## config.mk

```make
export PLATFORM = sky130hd
export DESIGN_NAME = dac_frame_serializer
export DESIGN_NICKNAME = d
export VERILOG_FILES = /design/src/rtl/dac_pkg.sv /design/src/rtl/dac_sclk_div.sv /design/src/rtl/dac_frame_serializer.sv
export SDC_FILE = /design/constraint.sdc
export NUM_CORES = 1
export LEC_CHECK = 0
export CAP_MARGIN = 20
export CORE_MARGIN = 2
export CORE_UTILIZATION = 59
export DETAILED_ROUTE_END_ITERATION = 10
export PLACE_DENSITY = 0.88
export SYNTH_ARGS = -nofsm -noshare
export SYNTH_HDL_FRONTEND = slang
export SYNTH_HIERARCHICAL = 1
export SYNTH_SLANG_ARGS = --single-unit
```

## constraint.sdc

```tcl
create_clock -name clk -period 4.6 [get_ports clk]
set_clock_uncertainty 0.15 [all_clocks]
set_input_delay 1.38 -clock clk [delete_from_list [all_inputs] [get_ports clk]]
set_output_delay 1.38 -clock clk [all_outputs]
set_load 0.005 [all_outputs]
```

## src/rtl/dac_pkg.sv

```systemverilog
// Shared definitions for the multi-channel DAC frame serializer:
// state encoding, default field widths and the frame builder.
package dac_pkg;

    localparam logic [1:0] ST_IDLE  = 2'd0;
    localparam logic [1:0] ST_SHIFT = 2'd1;
    localparam logic [1:0] ST_GAP   = 2'd2;
    localparam logic [1:0] ST_LDAC  = 2'd3;

    localparam int unsigned DEF_DATA_W  = 16;
    localparam int unsigned DEF_ADDR_W  = 4;
    localparam int unsigned DEF_CMD_W   = 4;
    localparam int unsigned DEF_FRAME_W = 24;
    localparam int unsigned MAX_FRAME_W = 64;

    function automatic bit frame_w_legal(input int unsigned cmd_w, input int unsigned addr_w,
                                         input int unsigned data_w, input int unsigned frame_w);
        return (cmd_w > 0) && (addr_w > 0) && (data_w > 0) &&
               (frame_w >= cmd_w + addr_w + data_w) && (frame_w <= MAX_FRAME_W);
    endfunction

    // Left-justified {cmd, ch, data} with zero padding below; callers truncate to FRAME_W.
    function automatic logic [MAX_FRAME_W-1:0] build_frame(
        input int unsigned cmd_w, input int unsigned addr_w,
        input int unsigned data_w, input int unsigned frame_w,
        input logic [MAX_FRAME_W-1:0] cmd, input logic [MAX_FRAME_W-1:0] ch,
        input logic [MAX_FRAME_W-1:0] data);
        logic [MAX_FRAME_W-1:0] f;
        f = (cmd << (addr_w + data_w)) | (ch << data_w) | data;
        return f << (frame_w - cmd_w - addr_w - data_w);
    endfunction

endpackage

```

## src/rtl/dac_sclk_div.sv

```systemverilog
// Serial clock divider: CLK_DIV clk cycles per sclk half-period, idle high,
// with one-cycle strobes on the last cycle before each sclk edge.
module dac_sclk_div
    import dac_pkg::*;
#(
    parameter int unsigned CLK_DIV = 2
) (
    input  logic clk,
    input  logic reset,
    input  logic restart,
    input  logic en,
    output logic sclk,
    output logic rise,
    output logic fall
);

    localparam int unsigned CW = (CLK_DIV > 1) ? $clog2(CLK_DIV) : 1;
    localparam logic [CW-1:0] CNT_LAST = CW'(CLK_DIV - 1);

    logic [CW-1:0] cnt;
    logic          wrap;

    assign wrap = en && (cnt == CNT_LAST);
    assign rise = wrap && !sclk;
    assign fall = wrap && sclk;

    always_ff @(posedge clk or posedge reset) begin
        if (reset) begin
            cnt  <= '0;
            sclk <= 1'b1;
        end else if (restart || !en) begin
            cnt  <= '0;
            sclk <= 1'b1;
        end else if (cnt == CNT_LAST) begin
            cnt  <= '0;
            sclk <= ~sclk;
        end else begin
            cnt <= cnt + CW'(1);
        end
    end

endmodule

```

## src/rtl/dac_frame_serializer.sv

```systemverilog
// Multi-channel DAC frame serializer: accepts {cmd, ch, data} requests and
// shifts a left-justified frame MSB first with sync, sclk and optional LDAC.
module dac_frame_serializer
    import dac_pkg::*;
#(
    parameter int unsigned DATA_W   = DEF_DATA_W,
    parameter int unsigned ADDR_W   = DEF_ADDR_W,
    parameter int unsigned CMD_W    = DEF_CMD_W,
    parameter int unsigned FRAME_W  = DEF_FRAME_W,
    parameter int unsigned NUM_CH   = 4,
    parameter int unsigned CLK_DIV  = 2,
    parameter int unsigned SYNC_GAP = 2
) (
    input  logic              clk,
    input  logic              reset,
    input  logic              in_valid,
    output logic              in_ready,
    input  logic [CMD_W-1:0]  in_cmd,
    input  logic [ADDR_W-1:0] in_ch,
    input  logic [DATA_W-1:0] in_data,
    input  logic              in_ldac,
    output logic              sclk,
    output logic              dout,
    output logic              sync,
    output logic              ldac_n,
    output logic              done,
    output logic              err
);

    if (!frame_w_legal(CMD_W, ADDR_W, DATA_W, FRAME_W) || CLK_DIV < 1 || SYNC_GAP < 1)
    begin : g_bad_params
        $error("dac_frame_serializer: illegal parameter combination");
    end

    localparam int unsigned     BC_W      = (FRAME_W > 1) ? $clog2(FRAME_W) : 1;
    localparam logic [BC_W-1:0] BIT_LAST  = BC_W'(FRAME_W - 1);
    localparam logic [15:0]     GAP_LAST  = 16'(SYNC_GAP - 1);
    localparam logic [15:0]     LDAC_LAST = 16'(2 * CLK_DIV - 1);

    logic [1:0]         state;
    logic [FRAME_W-1:0] frame;
    logic [FRAME_W-1:0] shreg;
    logic [BC_W-1:0]    bit_cnt;
    logic [15:0]        phase_cnt;
    logic               ldac_pend;
    logic               accept;
    logic               ch_ok;
    logic               restart;
    logic               div_en;
    logic               sclk_rise;
    logic               sclk_fall_unused;

    assign in_ready = (state == ST_IDLE) && !reset;
    assign accept   = in_valid && in_ready;
    assign ch_ok    = 32'(in_ch) < NUM_CH;
    assign restart  = accept && ch_ok;
    assign div_en   = (state == ST_SHIFT);
    assign frame    = FRAME_W'(build_frame(CMD_W, ADDR_W, DATA_W, FRAME_W,
                                           64'(in_cmd), 64'(in_ch), 64'(in_data)));

    dac_sclk_div #(.CLK_DIV(CLK_DIV)) u_sclk_div (
        .clk     (clk),
        .reset   (reset),
        .restart (restart),
        .en      (div_en),
        .sclk    (sclk),
        .rise    (sclk_rise),
        .fall    (sclk_fall_unused)
    );

    always_ff @(posedge clk or posedge reset) begin
        if (reset) begin
            state     <= ST_IDLE;
            shreg     <= '0;
            bit_cnt   <= '0;
            phase_cnt <= '0;
            ldac_pend <= 1'b0;
            sync      <= 1'b1;
            dout      <= 1'b0;
            ldac_n    <= 1'b1;
            done      <= 1'b0;
            err       <= 1'b0;
        end else begin
            done <= 1'b0;
            err  <= 1'b0;
            case (state)
                ST_IDLE: begin
                    if (accept) begin
                        if (ch_ok) begin
                            // MSB goes straight to the pin; shreg holds what follows it.
                            dout      <= frame[FRAME_W-1];
                            shreg     <= frame << 1;
                            bit_cnt   <= '0;
                            ldac_pend <= in_ldac;
                            sync      <= 1'b0;
                            state     <= ST_SHIFT;
                        end else begin
                            err <= 1'b1;
                        end
                    end
                end
                ST_SHIFT: begin
                    if (sclk_rise) begin
                        if (bit_cnt == BIT_LAST) begin
                            state     <= ST_GAP;
                            sync      <= 1'b1;
                            dout      <= 1'b0;
                            done      <= 1'b1;
                            phase_cnt <= '0;
                        end else begin
                            bit_cnt <= bit_cnt + BC_W'(1);
                            dout    <= shreg[FRAME_W-1];
                            shreg   <= shreg << 1;
                        end
                    end
                end
                ST_GAP: begin
                    if (phase_cnt == GAP_LAST) begin
                        phase_cnt <= '0;
                        if (ldac_pend) begin
                            state  <= ST_LDAC;
                            ldac_n <= 1'b0;
                        end else begin
                            state <= ST_IDLE;
                        end
                    end else begin
                        phase_cnt <= phase_cnt + 16'd1;
                    end
                end
                ST_LDAC: begin
                    if (phase_cnt == LDAC_LAST) begin
                        ldac_n <= 1'b1;
                        state  <= ST_IDLE;
                    end else begin
                        phase_cnt <= phase_cnt + 16'd1;
                    end
                end
                default: state <= ST_IDLE;
            endcase
        end
    end

endmodule

```

==> results.ini <==
[sta]
tns_ns = 0
rsz0062_at_grt = no
fin_crit_ns = 4.126
period_share_pct = 89.69
final_max_slew_viol_count = 0
hold_viol_final = 0
tightest_slew_ns = 0.6365
setup_viol = 0
max_freq_ghz = 0.2424
slew_headroom_pct = 57.28

[logic_synthesis]
syn_nets = 314
synthesis.area_um2 = 2751
avgSynthCellArea_um2 = 9.722
ys_warn_count = 6
synthCells = 283

[global_route]
antenna_found_initial = 0
globalRouteOverflowTotal = 0
grt_pass1_wl_mm = 9.487
grt_start_max_net_pins = 53
grt_pass1_vias = 2154
groute.usage.overall_pct = 23.17

[pwr]
combinationalPowerShare_pct = 33.6
pwr-share-clk_pct = 18.4
p_seq_share_pct = 48.0
p_leak_nw = 1.452
power.switching_uw = 535.6
switching_share_pct = 35.06
power_density_nw_per_um2 = 470.7
irDropWorstVdd_uv = 284.1
p_int_uw = 992.1
power_mw = 1.528

[routing]
highest_layer = met4
vias = 2179
wl_met1_mm = 2.487
met3_length_um = 265
first_iter_violations = 150
wire_per_inst_um = 14.67
viasPerCell = 5.921
wl_mm = 5.398
drc = 0
postRouteAntennaNets = 0
wl_met2_mm = 2.589
dr.pass1.iters = 4

[placement]
dp_cells = 359
port_buffers = 34
placed_area_um2 = 3127
place_hpwl_mm = 3.783
gp_congestion = 0.8327

[floorplan]
start_util_pct = 62.33
dieArea_um2 = 5226
die_height_um = 72.29
die_w_um = 72.29
row_count = 24
core_um2 = 4414
ios = 35

[finish]
area_growth_pct = 17.96
antenna_cells = 0
drive_gt1_share_pct = 8.861
layout.nets = 346
final_cell_area_um2 = 3246
finalNonFillerCells = 368

[clock_network]
cts.htree.levels = 2
hold_buffers = 0
cts.sinks = 54
clk_latency_ns = 0.31
cts_setup_buffers = 0
cts_root_buffer = clkbuf_8
clkTransAtPathRegs_ns = 0.09
cts-resized-gates = 0
clk_path_buf_depth = 2
cts_tree = built
cts_buffers = 5

[worst_setup_path]
path_class = primary input to output pin
end_kind = output pin
cp.arrival_ns = 2.60
r2r_cells = 10
reg2reg_slack_ns = 1.32
rr_startpoint = state[0]$_DFFE_PP0P_
setup.worst_path.start = reset
start_kind = primary input
critical_path_required_ns = 3.07
worstPathMaxFanout = 4

[run]
maxCapViolCount = 0

[min_path]
hold_class = flip-flop to flip-flop
min-delay-start = sync$_DFFE_PP1P_
holdPathStages = 2

[status]
status = finished clean

-- placed cells by master, fill, tap and decap left out, drive strengths merged, types with 3 or more instances in the layout --
cell type,n
dfrtp,51
clkdlybuf4s50,34
a21oi,34
nor2,33
mux2i,24
nand2,22
o21ai,14
nand3,11
inv,11
nand4,6
clkbuf,6
or3,5
or4,5
nor3,4
nand2b,4
a31oi,3
xnor2,3
ha,3
dfstp,3
o211ai,3
nor4,3
or2,3
buf,3
-- worst max-delay path, cell delays in order --
cell	delay, ns
clkdlybuf4s50_1	0.47
nor3_1	0.21
clkdlybuf4s50_1	0.54
-- metrics by stage --
stage	utilization [%]	worst slack, ns	hold slack, ns
floorplan	-	1.449	0.2993
global placement	70.83	0.4818	0.2973
detailed placement	70.83	0.4782	0.3046
CTS	73.07	0.4676	0.3199
global route	73.53	0.4001	0.3502
finish	73.53	0.4742	0.3188
-- layout make-up --
class	count	area (um2)
repair buffers	37	375.4
well taps	52	65.06
clock buffers	6	82.58
multi-input cells	206	1310
inverters	11	41.29
fillers	317	1169
clock inverters	2	16.27
flip-flops and latches	54	1355
-- power groups by stage --
| stage | Clock, mW | Combinational, mW | Sequential, mW |
|---|---|---|---|
| final | 0.282 | 0.513 | 0.733 |
| after global placement | 0 | 0.490 | 0.731 |
| after global routing | 0.311 | 0.577 | 0.752 |
| after detailed placement | 0 | 0.509 | 0.741 |
| after floorplan | 0 | 0.408 | 0.699 |
| after CTS | 0.288 | 0.514 | 0.732 |
-- sequential cells by signal (all words and copies together), names as in the netlist --
signal and count:
ldac_pend 1, u_sclk_div/sclk 1, err 1, phase_cnt 16, done 1, state 2
bit_cnt 5, ldac_n 1, shreg 23, sync 1, dout 1, u_sclk_div/cnt 1
-- final timing paths --
check / to
max: in_ready
min: sync$_DFFE_PP1P_
max reg2reg: phase_cnt[14]$_DFFE_PP0P_
min reg2reg: sync$_DFFE_PP1P_
max in group asynchronous: phase_cnt[11]$_DFFE_PP0P_
min in group asynchronous: u_sclk_div/cnt$_DFF_PP0_
-- metal layers --
layer / track usage (%) / vias up
met5: 0 / -
met3: 4.722 / 6
met2: 38.53 / 62
met4: 6.499 / 0
met1: 31.01 / 1027
li1: - / 1084
No activity file was read; power rests on OpenSTA's default activity.
